[src/rtl/dwpw_conv_engine.sv]
// dwpw_conv_engine: fused depthwise+pointwise conv, one tap per cycle, bias/BN/ReLU6 requant,
// eight 4-bit results packed per output word.
module dwpw_conv_engine #(
  parameter int IMG_W  = 8,
  parameter int IMG_H  = 8,
  parameter int IN_CH  = 64,
  parameter int OUT_CH = 128,
  parameter int K      = 3,
  parameter int PAD    = 1,
  parameter int ACT_W  = 4,
  parameter int OUT_AW = 10
) (
  input  logic                        i_clk,
  input  logic                        i_resetn,
  input  logic                        i_start,
  output logic                        o_busy,
  output logic                        o_done,
  output logic                        o_act_rd_en,
  output logic [31:0]                 o_act_rd_addr,
  input  logic [ACT_W-1:0]            i_act_rd_data,
  output logic [15:0]                 o_wt_rd_addr,
  input  logic signed [7:0]           i_wt_rd_data,
  output logic [$clog2(OUT_CH)-1:0]   o_filter_idx,
  input  logic signed [7:0]           i_bias_data,
  input  logic signed [7:0]           i_scale_data,
  input  logic signed [7:0]           i_shift_data,
  output logic                        o_out_wr_en,
  output logic [OUT_AW-1:0]           o_out_wr_addr,
  output logic [31:0]                 o_out_wr_data
);
  localparam int FW      = $clog2(OUT_CH);
  localparam int OUT_W   = IMG_W + 2*PAD - K + 1;
  localparam int OUT_H   = IMG_H + 2*PAD - K + 1;
  localparam int OUT_PIX = OUT_W * OUT_H;
  localparam int WPF     = (OUT_PIX + 7) / 8;

  typedef enum logic [2:0] {S_IDLE, S_RUN, S_DRAIN, S_POST1, S_POST2, S_POST3, S_FINISH} state_t;
  state_t r_state, w_next;

  logic [15:0]        r_ch, r_ky, r_kx, r_ox, r_oy, r_pix;
  logic [FW-1:0]      r_filter;
  logic               r_busy, r_done, r_vld, r_wr_en;
  logic [OUT_AW-1:0]  r_wr_addr;
  logic [31:0]        r_wr_data, r_pack, w_pack;
  logic signed [31:0] r_acc, w_sum, w_p2;
  logic signed [7:0]  r_t, r_b;
  logic signed [16:0] w_prod;
  logic [17:0]        w_ty, w_tx;
  logic [8:0]         w_u, w_q;
  logic [3:0]         w_r;
  logic [2:0]         w_slot;
  logic               w_inb, w_last_tap, w_last_pix, w_last_f, w_run;

  function automatic logic signed [7:0] sat8(input logic signed [31:0] v);
    return (v > 32'sd127) ? 8'h7f : (v < -32'sd128) ? 8'h80 : v[7:0];
  endfunction

  assign w_run      = r_state == S_RUN;
  assign w_last_tap = r_ch == 16'(IN_CH-1) && r_ky == 16'(K-1) && r_kx == 16'(K-1);
  assign w_last_pix = r_pix == 16'(OUT_PIX-1);
  assign w_last_f   = r_filter == FW'(OUT_CH-1);
  // Negative coordinates wrap to huge unsigned values, so one compare covers both borders.
  assign w_ty       = 18'(r_oy) + 18'(r_ky) - 18'(PAD);
  assign w_tx       = 18'(r_ox) + 18'(r_kx) - 18'(PAD);
  assign w_inb      = w_ty < 18'(IMG_H) && w_tx < 18'(IMG_W);

  assign o_act_rd_en   = w_run && w_inb;
  assign o_act_rd_addr = o_act_rd_en ? 32'(r_ch)*32'(IMG_W*IMG_H) + 32'(w_ty)*32'(IMG_W) + 32'(w_tx) : '0;
  assign o_wt_rd_addr  = w_run ? 16'((32'(r_filter)*32'(IN_CH) + 32'(r_ch))*32'(K*K) + 32'(r_ky)*32'(K) + 32'(r_kx)) : '0;
  assign o_filter_idx  = r_filter;
  assign o_busy        = r_busy;
  assign o_done        = r_done;
  assign o_out_wr_en   = r_wr_en;
  assign o_out_wr_addr = r_wr_addr;
  assign o_out_wr_data = r_wr_data;

  assign w_prod = 17'($signed({1'b0, i_act_rd_data})) * 17'(i_wt_rd_data);
  assign w_sum  = r_acc + 32'(i_bias_data);
  assign w_p2   = 32'(r_t) * 32'(i_scale_data) + 32'(i_shift_data);
  assign w_u    = 9'(r_b) + 9'd128;
  assign w_q    = w_u / 9'd21;
  assign w_r    = w_q > 9'd6 ? 4'd6 : w_q[3:0];
  assign w_slot = r_pix[2:0];

  always_comb begin
    w_pack = r_pack;
    w_pack[{~w_slot, 2'b11} -: 4] = w_r;
  end

  always_comb begin
    w_next = r_state;
    case (r_state)
      S_IDLE:   w_next = i_start ? S_RUN : S_IDLE;
      S_RUN:    w_next = w_last_tap ? S_DRAIN : S_RUN;
      S_DRAIN:  w_next = S_POST1;
      S_POST1:  w_next = S_POST2;
      S_POST2:  w_next = S_POST3;
      S_POST3:  w_next = (w_last_pix && w_last_f) ? S_FINISH : S_RUN;
      S_FINISH: w_next = S_IDLE;
      default:  w_next = S_IDLE;
    endcase
  end

  always_ff @(posedge i_clk or negedge i_resetn)
    if (!i_resetn) r_state <= S_IDLE;
    else r_state <= w_next;

  always_ff @(posedge i_clk or negedge i_resetn) begin
    if (!i_resetn) begin
      {r_ch, r_ky, r_kx, r_ox, r_oy, r_pix} <= '0;
      r_filter  <= '0;
      r_busy    <= 1'b0;
      r_done    <= 1'b0;
      r_vld     <= 1'b0;
      r_wr_en   <= 1'b0;
      r_wr_addr <= '0;
      r_wr_data <= '0;
      r_pack    <= '0;
      r_acc     <= '0;
      r_t       <= '0;
      r_b       <= '0;
    end else begin
      r_vld   <= w_run && w_inb;
      r_done  <= r_state == S_FINISH;
      r_wr_en <= 1'b0;
      if (r_vld) r_acc <= r_acc + 32'(w_prod);
      if (r_state == S_IDLE && i_start) begin
        r_busy <= 1'b1;
        r_filter <= '0;
        {r_ch, r_ky, r_kx, r_ox, r_oy, r_pix} <= '0;
        r_acc  <= '0;
        r_pack <= '0;
      end
      if (w_run) begin
        if (r_kx == 16'(K-1)) begin
          r_kx <= '0;
          if (r_ky == 16'(K-1)) begin
            r_ky <= '0;
            r_ch <= w_last_tap ? '0 : r_ch + 16'd1;
          end else r_ky <= r_ky + 16'd1;
        end else r_kx <= r_kx + 16'd1;
      end
      if (r_state == S_POST1) r_t <= sat8(w_sum >>> 4);
      if (r_state == S_POST2) r_b <= sat8(w_p2 >>> 6);
      if (r_state == S_POST3) begin
        r_acc <= '0;
        if (w_slot == 3'd7 || w_last_pix) begin
          r_wr_en   <= 1'b1;
          r_wr_addr <= OUT_AW'(32'(r_filter)*32'(WPF) + 32'(r_pix >> 3));
          r_wr_data <= w_pack;
          r_pack    <= '0;
        end else r_pack <= w_pack;
        if (w_last_pix) begin
          {r_pix, r_ox, r_oy} <= '0;
          r_filter <= w_last_f ? '0 : r_filter + FW'(1);
        end else begin
          r_pix <= r_pix + 16'd1;
          r_ox  <= (r_ox == 16'(OUT_W-1)) ? '0 : r_ox + 16'd1;
          r_oy  <= (r_ox == 16'(OUT_W-1)) ? r_oy + 16'd1 : r_oy;
        end
      end
      if (r_state == S_FINISH) r_busy <= 1'b0;
    end
  end
endmodule

[config.mk]
export PLATFORM = sky130hd
export DESIGN_NAME = dwpw_conv_engine
export DESIGN_NICKNAME = d
export VERILOG_FILES = /design/src/rtl/dwpw_conv_engine.sv
export SDC_FILE = /design/constraint.sdc
export NUM_CORES = 1
export LEC_CHECK = 0
export ABC_AREA = 1
export ABC_CLOCK_PERIOD_IN_PS = 7300
export CORE_UTILIZATION = 40
export CTS_BUF_LIST = sky130_fd_sc_hd__clkbuf_16
export CTS_CLUSTER_DIAMETER = 80
export DETAILED_ROUTE_END_ITERATION = 8
export MAX_ROUTING_LAYER = met4
export PLACE_DENSITY = 0.62
export SLEW_MARGIN = 20
export SYNTH_ARGS = -nofsm -noshare
export SYNTH_HDL_FRONTEND = slang
export SYNTH_SLANG_ARGS = --single-unit
export TNS_END_PERCENT = 30
[constraint.sdc]
create_clock -name i_clk -period 7.3 [get_ports i_clk]
set_input_delay 2.19 -clock i_clk [delete_from_list [all_inputs] [get_ports i_clk]]
set_output_delay 2.19 -clock i_clk [all_outputs]
set_load 0.05 [all_outputs]
==> summary.txt <==
Placed design
  – Placer Congestion: 0.958
  – Post-DP HPWL: 55,100 µm
  – Port Buffer Count: 130

Synth
  – Synth warnings: 0
  – Post-synth ARST share: 100%
  – #FFs+latches synth: 232
  – Syn avg cell area: 7.70 µm²
  – Synth Flop Type: dfrtp_1
  – Post-synth EDFFs: 0
  – Post-synth top area share: 22.8%
  – Post-Syn Instances: 3,311
  – Post-synth top area cell: dfrtp_1
  – Area contributors post-synth: dfrtp_1 23%, fa_1 15%, ha_1 14%, inv_1 9.8%, nand2_1 9.7%
  – Seq/Total Area, Yosys: 22.8%
  – Synth cell types: 68
  – Post-Syn Area: 25,500 µm²

CTS
  – # H-tree levels: 1
  – CTS Buf Count: 29
  – Later-pin clock latency in the skew report: 580 ps
  – CTS Hold Buffers Added: 0
  – Register clock-pin slew on the reported worst setup and hold paths: 60 ps
  – Clock sinks: 232
  – CTS tree: yes
  – Root buf cell: clkbuf_16
  – Max Buffers Root-to-Sink: 3

Flow run
  – Max cap viols: 0

Drt
  – DRT Pass-1 Iters: 5
  – WL/cell: 15.4 µm
  – DRT iter0 DRCs: 1,450
  – Routed vias: 22,300
  – Antenna Nets Post-Route: 0
  – Vias per inst: 4.98
  – Routed wire length: 69,100 µm
  – DRC Markers: 0

Layout
  – N_diodes: 0
  – Area Overhead vs Synth: 21.9%
  – Filler instances: 6,144
  – Layout cells sized above 1: 13.6%
  – Commonest cells after routing, fill and taps aside: 643 x nand2_1, 637 x inv_1, 265 x ha_1
  – Leading cell type in the layout, fill and taps excluded: nand2_1
  – Final nets: 4,134

Min path
  – Hold path startpoint: r_pack[5]$_DFFE_PN0P_
  – Hold Crit Class: flip-flop to flip-flop

Timing
  – Clock Skew: 18.9 ps
  – Maximum clock frequency: 133 MHz
  – Setup_tns: -780 ps
  – Slew HR: 42.6%
  – Hold Violations, Final: 0
  – Worst slew pin tran: 858 ps
  – RSZ-0062 raised after global routing: yes
  – Setup slack after layout: -239 ps
  – Period utilization: 103%
  – Slew Viols, Final: 0
  – Final setup viols: 8
  – Minimum clock period: 7540 ps

Power
  – Tot Pwr: 5.70 mW
  – Leak pwr: 16.2 nW
  – Max VDD drop: 0.000262 V
  – Power Density: 183 nW/µm²

GRT
  – Vias in the first global route: 22,300
  – Largest net degree at the start of global routing: 123
  – GRT overflow: 0
  – Initial antenna violation count: 0
  – First-pass GRT wire length: 114,000 µm
  – Tot GR Track Use: 22.5%

Worst setup path
  – CP peak stage delay: 600 ps
  – Crit-path max FO: 3
  – Crit path kind: flip-flop to primary output
  – Crit start category: flip-flop
  – Crit. Startpoint: r_kx[7]$_DFFE_PN0P_
  – Critical Path AT: 5350 ps
  – Endpoint class of the critical path: primary output
  – CP most frequent cell: nand2_1
  – CP max-delay cell: fa_1
  – R2r startpoint: r_t[0]$_DFFE_PN0N_
  – WP data required: 5110 ps

Floorplanning
  – Die X: 254 µm
  – # IOs: 140
  – Row Count: 92
  – Initial core utilization: 40.5%
  – Die ar.: 64,700 µm²
  – CORE AREA: 63,000 µm²
  – Die Y: 254 µm

Run status
  – Status: finished, violations left
  – Failing checks: negative setup slack
## where the power goes
| part | internal, mW | leakage (nW) | switching [mW] |
|---|---|---|---|
| clock | 0.939 | 0.499 | 0.604 |
| sequential | 1.31 | 2.67 | 0.0200 |
| combinational | 1.23 | 13.0 | 1.60 |
| total | 3.47 | 16.2 | 2.23 |
## layout make-up
class,count,area [µm²],area share (%)
clock buffers,29,726,2.34
inverters,680,2550,8.22
multi-input cells,2347,17700,56.9
repair buffers,326,2950,9.49
well taps,846,1060,3.41
clock inverters,24,293,0.943
flip-flops and latches,232,5810,18.7
## sequential cells by signal (all words and copies together), names as in the netlist, 3 cells and up
name,cells
r_kx,16
r_ox,16
r_ky,16
r_oy,16
o_filter_idx,7
o_out_wr_addr,10
r_t,8
r_acc,32
r_state,3
r_b,8
r_pack,32
r_ch,16
r_pix,16
o_out_wr_data,32
## routing by layer
| metal | wire length [µm] | track usage, % | share of wire, % |
|---|---|---|---|
| met1 | 33100 | 30.8 | 48 |
| met2 | 31700 | 36.3 | 46 |
| met3 | 2690 | 1.86 | 3.9 |
| met4 | 1640 | 4.48 | 2.4 |
| met5 | 0 | - | 0 |
## Yosys cell counts (all sizes together) (17+ instances only)
library cell	n
dfrtp	232
nor4	17
fa	187
clkbuf	44
o22ai	35
o21ai	173
nand3	130
nor3	65
or2	22
a21oi	206
nand4	34
xor2	92
nor2	227
xnor2	38
ha	292
inv	675
o21bai	18
nand2	667
## worst paths after layout
| kind | slack, ps | cells past startpoint | end |
|---|---|---|---|
| setup / recovery | -240 | 32 | o_act_rd_addr[19] |
| hold / removal | 470 | 2 | r_pack[5]$_DFFE_PN0P_ |
| setup reg to reg | 1710 | 19 | r_b[1]$_DFFE_PN0P_ |
| hold reg to reg | 470 | 2 | r_pack[5]$_DFFE_PN0P_ |
| max in group asynchronous | 4780 | 2 | r_acc[25]$_DFFE_PN0P_ |
| min in group asynchronous | 1520 | 1 | r_ch[15]$_DFF_PN0_ |
## worst max-delay path: cells and delay by family, from the launching register on
kind            cells  cell delay, ps
compound gates      8            1030
fa+ha+maj           4            1290
xor+xnor            1             150
buf+inv            10             990
simple gates        9             950
flops               1             360
## kinds of logic after synthesis
group           synth area share [%]
compound gates                  12.5
xor+xnor                        4.50
fa+ha+maj                       29.0
buf+inv                         11.1
flops                           22.8
mux                           0.0786
other cells                   0.0147
simple gates                    20.0
## repair_timing
item / in CTS / in global routing
buffers inserted: 38 / 22
endpoints found under the setup margin: 33 / 40
pin swaps: 52 / 67
gates resized for setup: 96 / 96
## per-stage QoR
step	hold slack (ps)	instance area, µm²	util [%]	setup WS, ps	instances
floorplan	442	25500	-	60.3	3319
global placement	454	28800	45.7	-594	4373
detailed placement	460	28800	45.7	-652	4373
CTS	474	30600	48.5	-270	4463
global route	489	31100	49.3	-537	4484
finish	475	31100	49.3	-239	4484
Note: power is estimated with default switching activity, not from simulation.
